`src/rtl/alu_seq.sv`:
```
// Registered multi-cycle ALU with start/busy/done handshake.
// Shifts step one bit per cycle; MUL is shift-add over WIDTH cycles; flag_c doubles as stored carry.
module alu_seq #(
  parameter int WIDTH = 8,
  parameter int SHW   = 4
) (
  input  logic             clk,
  input  logic             rst_n,
  input  logic             start,
  input  logic [3:0]       op,
  input  logic [WIDTH-1:0] in1,
  input  logic [WIDTH-1:0] in2,
  output logic [WIDTH-1:0] out,
  output logic             flag_n,
  output logic             flag_z,
  output logic             flag_v,
  output logic             flag_c,
  output logic             busy,
  output logic             done,
  output logic             err
);

  localparam int MSB = WIDTH - 1;

  typedef enum logic [1:0] {IDLE, SHIFT, MUL} state_t;

  state_t           state, state_d;
  logic [WIDTH-1:0] out_d, acc, acc_d, lo, lo_d, mcand, mcand_d;
  logic             n_d, z_d, v_d, c_d, done_d, err_d;
  logic [3:0]       op_q, op_d;
  logic [SHW-1:0]   cnt, cnt_d, s_raw, s_amt;

  logic [WIDTH-1:0] res, sh_val, hi_nx, lo_nx;
  logic [WIDTH:0]   arith, mul_sum;
  logic             res_c, res_v, single, sh_c, cin;

  assign busy = (state != IDLE);

  always_comb begin
    state_d = state;
    out_d   = out;
    n_d     = flag_n;
    z_d     = flag_z;
    v_d     = flag_v;
    c_d     = flag_c;
    done_d  = 1'b0;
    err_d   = 1'b0;
    acc_d   = acc;
    lo_d    = lo;
    mcand_d = mcand;
    op_d    = op_q;
    cnt_d   = cnt;
    res     = '0;
    res_c   = 1'b0;
    res_v   = 1'b0;
    single  = 1'b0;
    arith   = '0;

    cin   = op[3] & flag_c;
    s_raw = in2[SHW-1:0];
    s_amt = (s_raw > SHW'(WIDTH)) ? SHW'(WIDTH) : s_raw;

    case (op_q)
      4'h4:    begin sh_val = {1'b0, acc[MSB:1]};   sh_c = acc[0];   end
      4'h5:    begin sh_val = {acc[MSB-1:0], 1'b0}; sh_c = acc[MSB]; end
      default: begin sh_val = {acc[MSB], acc[MSB:1]}; sh_c = acc[0]; end
    endcase

    // acc holds the running high half, lo the multiplier bits not yet consumed
    mul_sum = {1'b0, acc} + (lo[0] ? {1'b0, mcand} : '0);
    hi_nx   = mul_sum[WIDTH:1];
    lo_nx   = {mul_sum[0], lo[MSB:1]};

    case (state)
      IDLE: begin
        if (start) begin
          case (op)
            4'h0, 4'h8: begin
              arith  = {1'b0, in1} + {1'b0, in2} + (WIDTH+1)'(cin);
              res    = arith[MSB:0];
              res_c  = arith[WIDTH];
              res_v  = (in1[MSB] == in2[MSB]) && (res[MSB] != in1[MSB]);
              single = 1'b1;
            end
            4'h1, 4'h9: begin
              arith  = {1'b0, in1} - {1'b0, in2} - (WIDTH+1)'(cin);
              res    = arith[MSB:0];
              res_c  = arith[WIDTH];
              res_v  = (in1[MSB] != in2[MSB]) && (res[MSB] != in1[MSB]);
              single = 1'b1;
            end
            4'h2: begin res = in1 | in2; single = 1'b1; end
            4'h3: begin res = in1 & in2; single = 1'b1; end
            4'h6: begin res = ~in1;      single = 1'b1; end
            4'h7: begin res = in1;       single = 1'b1; end
            4'hA: begin res = in1 ^ in2; single = 1'b1; end
            4'h4, 4'h5, 4'hB: begin
              if (s_amt == '0) begin
                res    = in1;
                single = 1'b1;
              end else begin
                state_d = SHIFT;
                acc_d   = in1;
                cnt_d   = s_amt;
                op_d    = op;
              end
            end
            4'hC: begin
              state_d = MUL;
              acc_d   = '0;
              lo_d    = in2;
              mcand_d = in1;
              cnt_d   = SHW'(WIDTH);
              op_d    = op;
            end
            default: begin
              out_d  = '0;
              z_d    = 1'b1;
              done_d = 1'b1;
              err_d  = 1'b1;
            end
          endcase
          if (single) begin
            out_d  = res;
            n_d    = res[MSB];
            z_d    = (res == '0);
            v_d    = res_v;
            c_d    = res_c;
            done_d = 1'b1;
          end
        end
      end
      SHIFT: begin
        acc_d = sh_val;
        cnt_d = cnt - 1'b1;
        if (cnt == SHW'(1)) begin
          out_d   = sh_val;
          n_d     = sh_val[MSB];
          z_d     = (sh_val == '0);
          v_d     = 1'b0;
          c_d     = sh_c;
          done_d  = 1'b1;
          state_d = IDLE;
        end
      end
      MUL: begin
        acc_d = hi_nx;
        lo_d  = lo_nx;
        cnt_d = cnt - 1'b1;
        if (cnt == SHW'(1)) begin
          out_d   = lo_nx;
          n_d     = lo_nx[MSB];
          z_d     = (lo_nx == '0);
          v_d     = 1'b0;
          c_d     = |hi_nx;
          done_d  = 1'b1;
          state_d = IDLE;
        end
      end
      default: state_d = IDLE;
    endcase
  end

  always_ff @(posedge clk) begin
    if (!rst_n) begin
      state  <= IDLE;
      out    <= '0;
      flag_n <= 1'b0;
      flag_z <= 1'b0;
      flag_v <= 1'b0;
      flag_c <= 1'b0;
      done   <= 1'b0;
      err    <= 1'b0;
      acc    <= '0;
      lo     <= '0;
      mcand  <= '0;
      op_q   <= '0;
      cnt    <= '0;
    end else begin
      state  <= state_d;
      out    <= out_d;
      flag_n <= n_d;
      flag_z <= z_d;
      flag_v <= v_d;
      flag_c <= c_d;
      done   <= done_d;
      err    <= err_d;
      acc    <= acc_d;
      lo     <= lo_d;
      mcand  <= mcand_d;
      op_q   <= op_d;
      cnt    <= cnt_d;
    end
  end

endmodule

```
`config.mk`:
```
export PLATFORM = sky130hd
export DESIGN_NAME = alu_seq
export DESIGN_NICKNAME = d
export VERILOG_FILES = /design/src/rtl/alu_seq.sv
export SDC_FILE = /design/constraint.sdc
export NUM_CORES = 1
export LEC_CHECK = 0
export ABC_AREA = 1
export CAP_MARGIN = 25
export CORE_AREA = 2 2 96 98
export CTS_CLUSTER_SIZE = 25
export DETAILED_ROUTE_END_ITERATION = 6
export DIE_AREA = 0 0 98 100
export PLACE_DENSITY = 0.8
export SLEW_MARGIN = 20
export SYNTH_ARGS = -nofsm -noshare
export SYNTH_HDL_FRONTEND = slang
export SYNTH_SLANG_ARGS = --single-unit
export TNS_END_PERCENT = 30
```
`constraint.sdc`:
```
create_clock -name clk -period 2.1 [get_ports clk]
set_clock_uncertainty 0.1 [all_clocks]
set_input_delay 0.21 -clock clk [delete_from_list [all_inputs] [get_ports clk]]
set_output_delay 0.21 -clock clk [all_outputs]
set_load 0.005 [all_outputs]
```
==> impl_metrics.env <==
export IMPL_viasPerCell=5.649
export IMPL_cts_max_level=2
export IMPL_met2_length_um=8336
export IMPL_fillers=735
export IMPL_vias=5722
export IMPL_fmax_mhz=397.9
export IMPL_drc=0
export IMPL_hold_violations=0
export IMPL_min_period_over_period_pct=119.7
export IMPL_crit_arrival_ns=2.66
export IMPL_top_layer="met4"
export IMPL_routabilityCongestion=0.9461
export IMPL_ant_nets=0
export IMPL_violations="setup timing"
export IMPL_setup_tns_final_ns=-2.535
export IMPL_min_path_cells=4
export IMPL_max_slew_margin_rel_pct=55.24
export IMPL_antenna_found_initial=0
export IMPL_status="finished, violations left"
export IMPL_grt_pass1_vias=5423
export IMPL_die_w_um=98
export IMPL_place_worst_setup_slack_ns=-0.9059
export IMPL_reg2reg_depth=13
export IMPL_grt_pass1_wl_um=26660
export IMPL_rsz0062_at_grt="yes"
export IMPL_drtPass1Iterations=6
export IMPL_synth_cell_types=38
export IMPL_path_cells="nand2_4, fa_2, inv_2, ha_4, o211ai_1, nand3_1, nand3_2, nand3_2, nor2_1, nand3_1, nand2_1, nand2_1, a21oi_2"
export IMPL_wirelength_um=17010
export IMPL_ios=38
export IMPL_pwr_density_cell_nw_per_um2=799.1
export IMPL_setup_viol=11
export IMPL_cp_start_kind="flip-flop"
export IMPL_fin_ws_ns=-0.4134
export IMPL_syn_area_um2=4576
export IMPL_finalNetCount=973
export IMPL_root_buffer="clkbuf_8"
export IMPL_cts_sinks=48
export IMPL_multiInputGateArea_um2=3506
export IMPL_synth_area_leader_cell="dfxtp_1"
export IMPL_hold_slack_ns=0.3196
export IMPL_die_y_um=100
export IMPL_area_delta_synth_final_pct=43.18
export IMPL_grt_overflow_total=0
export IMPL_diodes=0
export IMPL_crit_family="simple AND/OR/NAND/NOR gates"
export IMPL_cts_buffer_depth=2
export IMPL_slowest_delay_ns=0.56
export IMPL_drt_iter0_markers=517
export IMPL_critPathBufInv=1
export IMPL_cp_slowest_cell="fa_2"
export IMPL_syn_area_per_cell_um2=6.101
export IMPL_numCtsBuffers=5
export IMPL_dieArea_um2=9800
export IMPL_cap_violations=0
export IMPL_required_ns=2.25
export IMPL_ff_latch_area_um2=965.9
export IMPL_initial_utilization_pct=51.47
export IMPL_io_buffers=37
export IMPL_cp_max_fo=2
export IMPL_path_class="flip-flop to flip-flop"
export IMPL_routedWlPerCell_um=16.79
export IMPL_core_area_um2=8890
export IMPL_met3_wirelength_um=1133
export IMPL_gr_usage_all_layers_pct=33.58
export IMPL_worst_slew_pin_slew_ns=0.6689
export IMPL_yosys_top_cells_area="dfxtp_1 (21%), nand2_1 (17%), ha_1 (12%)"
export IMPL_grt_max_degree=27
export IMPL_wl_met1_um=7094
export IMPL_cts_tree="done"
export IMPL_peakVddDrop_uv=536.6
export IMPL_syn_instance_count=750
export IMPL_power_leakage_nw=3.244
export IMPL_synth_seq_area_share_pct=21.00
export IMPL_dp_hpwl_um=13040
export IMPL_placementRows=35
export IMPL_crit_path_end_kind="flip-flop"
export IMPL_clock_latency_ns=0.32
export IMPL_drive_gt1_share_pct=26.94
export IMPL_syn_nets=822
export IMPL_synth_seq_cells=48
export IMPL_synth_top_area_share_pct=21.00
export IMPL_slew_viol_final=0
export IMPL_path_depth=13
export IMPL_path_clk_slew_ns=0.10
export IMPL_hold_class="input port to flip-flop"
export IMPL_synth_warnings=0
export IMPL_finalCriticalPeriod_ns=2.513
==> what timing repair did <==
item                                    CTS  global route
endpoints found under the setup margin   15            23
hold buffers                              0             0
gates resized for setup                  44            68
endpoints found under the hold margin     0             0
buffers inserted                          2             3
pin swaps                                16            27
gates cloned                              0             0
==> worst register-to-register path: cells and delay by family, from the launching register on <==
family	cells	cell delay (ns)
buf+inv	1	0.06
compound gates	2	0.44
fa+ha+maj	2	0.73
flops	1	0.38
simple gates	8	0.77
==> cell usage after synthesis <==
cell / n
nand2_1: 208
inv_1: 107
a21oi_1: 61
nand3_1: 61
o21ai_0: 54
nor2_1: 52
dfxtp_1: 48
ha_1: 44
a31oi_1: 17
clkbuf_1: 12
nand4_1: 9
xor2_1: 6
fa_1: 5
nand2_2: 5
nor2_2: 5
nor3_1: 5
o21ai_1: 5
o22ai_1: 5
or2_2: 5
inv_2: 4
nand3b_1: 4
a211oi_1: 3
clkinv_1: 3
o211ai_1: 3
o21ai_2: 3
a21oi_2: 2
buf_2: 2
buf_6: 2
a21boi_0: 1
a21oi_4: 1
a311oi_1: 1
buf_4: 1
clkinv_2: 1
nand3_2: 1
nor4_1: 1
o21a_1: 1
o21ai_4: 1
o21bai_1: 1
==> power breakdown <==
group	switching (W)	internal, W	leakage (nW)
registers	0.000228	0.00115	0.394
logic	0.00176	0.00138	2.79
clock network	0.000359	0.000355	0.0552
==> logic make-up after synthesis <==
family,synth area share (%)
adders and majority gates,14.22
buffers and inverters,11.32
AOI/OAI and AO/OA,19.47
xor gates and xnor gates,1.148
DFF,21.00
and+or+nand+nor,32.84
==> placed cells by master (no fill, tap or decap), types with 3 or more instances in the layout <==
cell / count
ha_4: 12
a21oi_1: 49
o211ai_1: 3
nand3_2: 17
dfxtp_1: 46
nand3_1: 44
nor2_1: 44
clkbuf_8: 5
o21ai_2: 4
a21oi_2: 14
fa_2: 5
inv_1: 97
a211oi_1: 3
or2_2: 3
nand3b_1: 4
clkdlybuf4s50_1: 31
inv_2: 14
nor3_1: 4
clkinv_1: 3
dlygate4sd2_1: 4
buf_12: 6
xor2_1: 5
buf_4: 112
buf_6: 6
nor2_2: 12
o21ai_0: 49
ha_1: 32
o21ai_1: 8
nand4_1: 9
nand2_2: 14
nand2_1: 197
a31oi_1: 16
o22ai_1: 5
==> flip-flops by register name, indices dropped and copies added (netlist names), 2 cells and up <==
signal	cells
acc	8
lo	8
mcand	8
out	8
cnt	4
op_q	4
state	2
==> final cells by class <==
cell class	count	area share, %
multi-input cells	570	53.51
repair buffers	161	21.35
flip-flops and latches	48	14.74
inverters	115	6.627
well taps	111	2.120
clock buffers	6	1.108
clock inverters	2	0.5348
==> metrics by stage <==
stage	utilization (%)	instances	power (W)	area [um2]
floorplan	-	750	0.002889	4587
global placement	67.35	1001	0.004090	5987
detailed placement	67.35	1001	0.004159	5987
CTS	70.42	1011	0.004945	6260
global route	73.69	1013	0.005559	6551
finish	73.69	1013	0.005235	6551
==> metal layers <==
| layer | vias to the layer above | global-route usage [%] |
|---|---|---|
| met1 | 2646 | 43.52 |
| li1 | 2746 | - |
| met3 | 51 | 3.482 |
| met2 | 279 | 59.64 |
| met5 | - | 0 |
| met4 | 0 | 9.295 |
==> worst paths after layout <==
kind | startpoint | end | slack [ns]
worst max-delay path | flag_c$_SDFFE_PN0P_ | flag_z$_SDFFE_PN0P_ | -0.41
worst min register to register | mcand[3]$_SDFFE_PN0P_ | mcand[3]$_SDFFE_PN0P_ | 0.37
worst min-delay path | in1[3] | mcand[3]$_SDFFE_PN0P_ | 0.32
worst max register to register | flag_c$_SDFFE_PN0P_ | flag_z$_SDFFE_PN0P_ | -0.41
(Power assumes the default switching activity.)
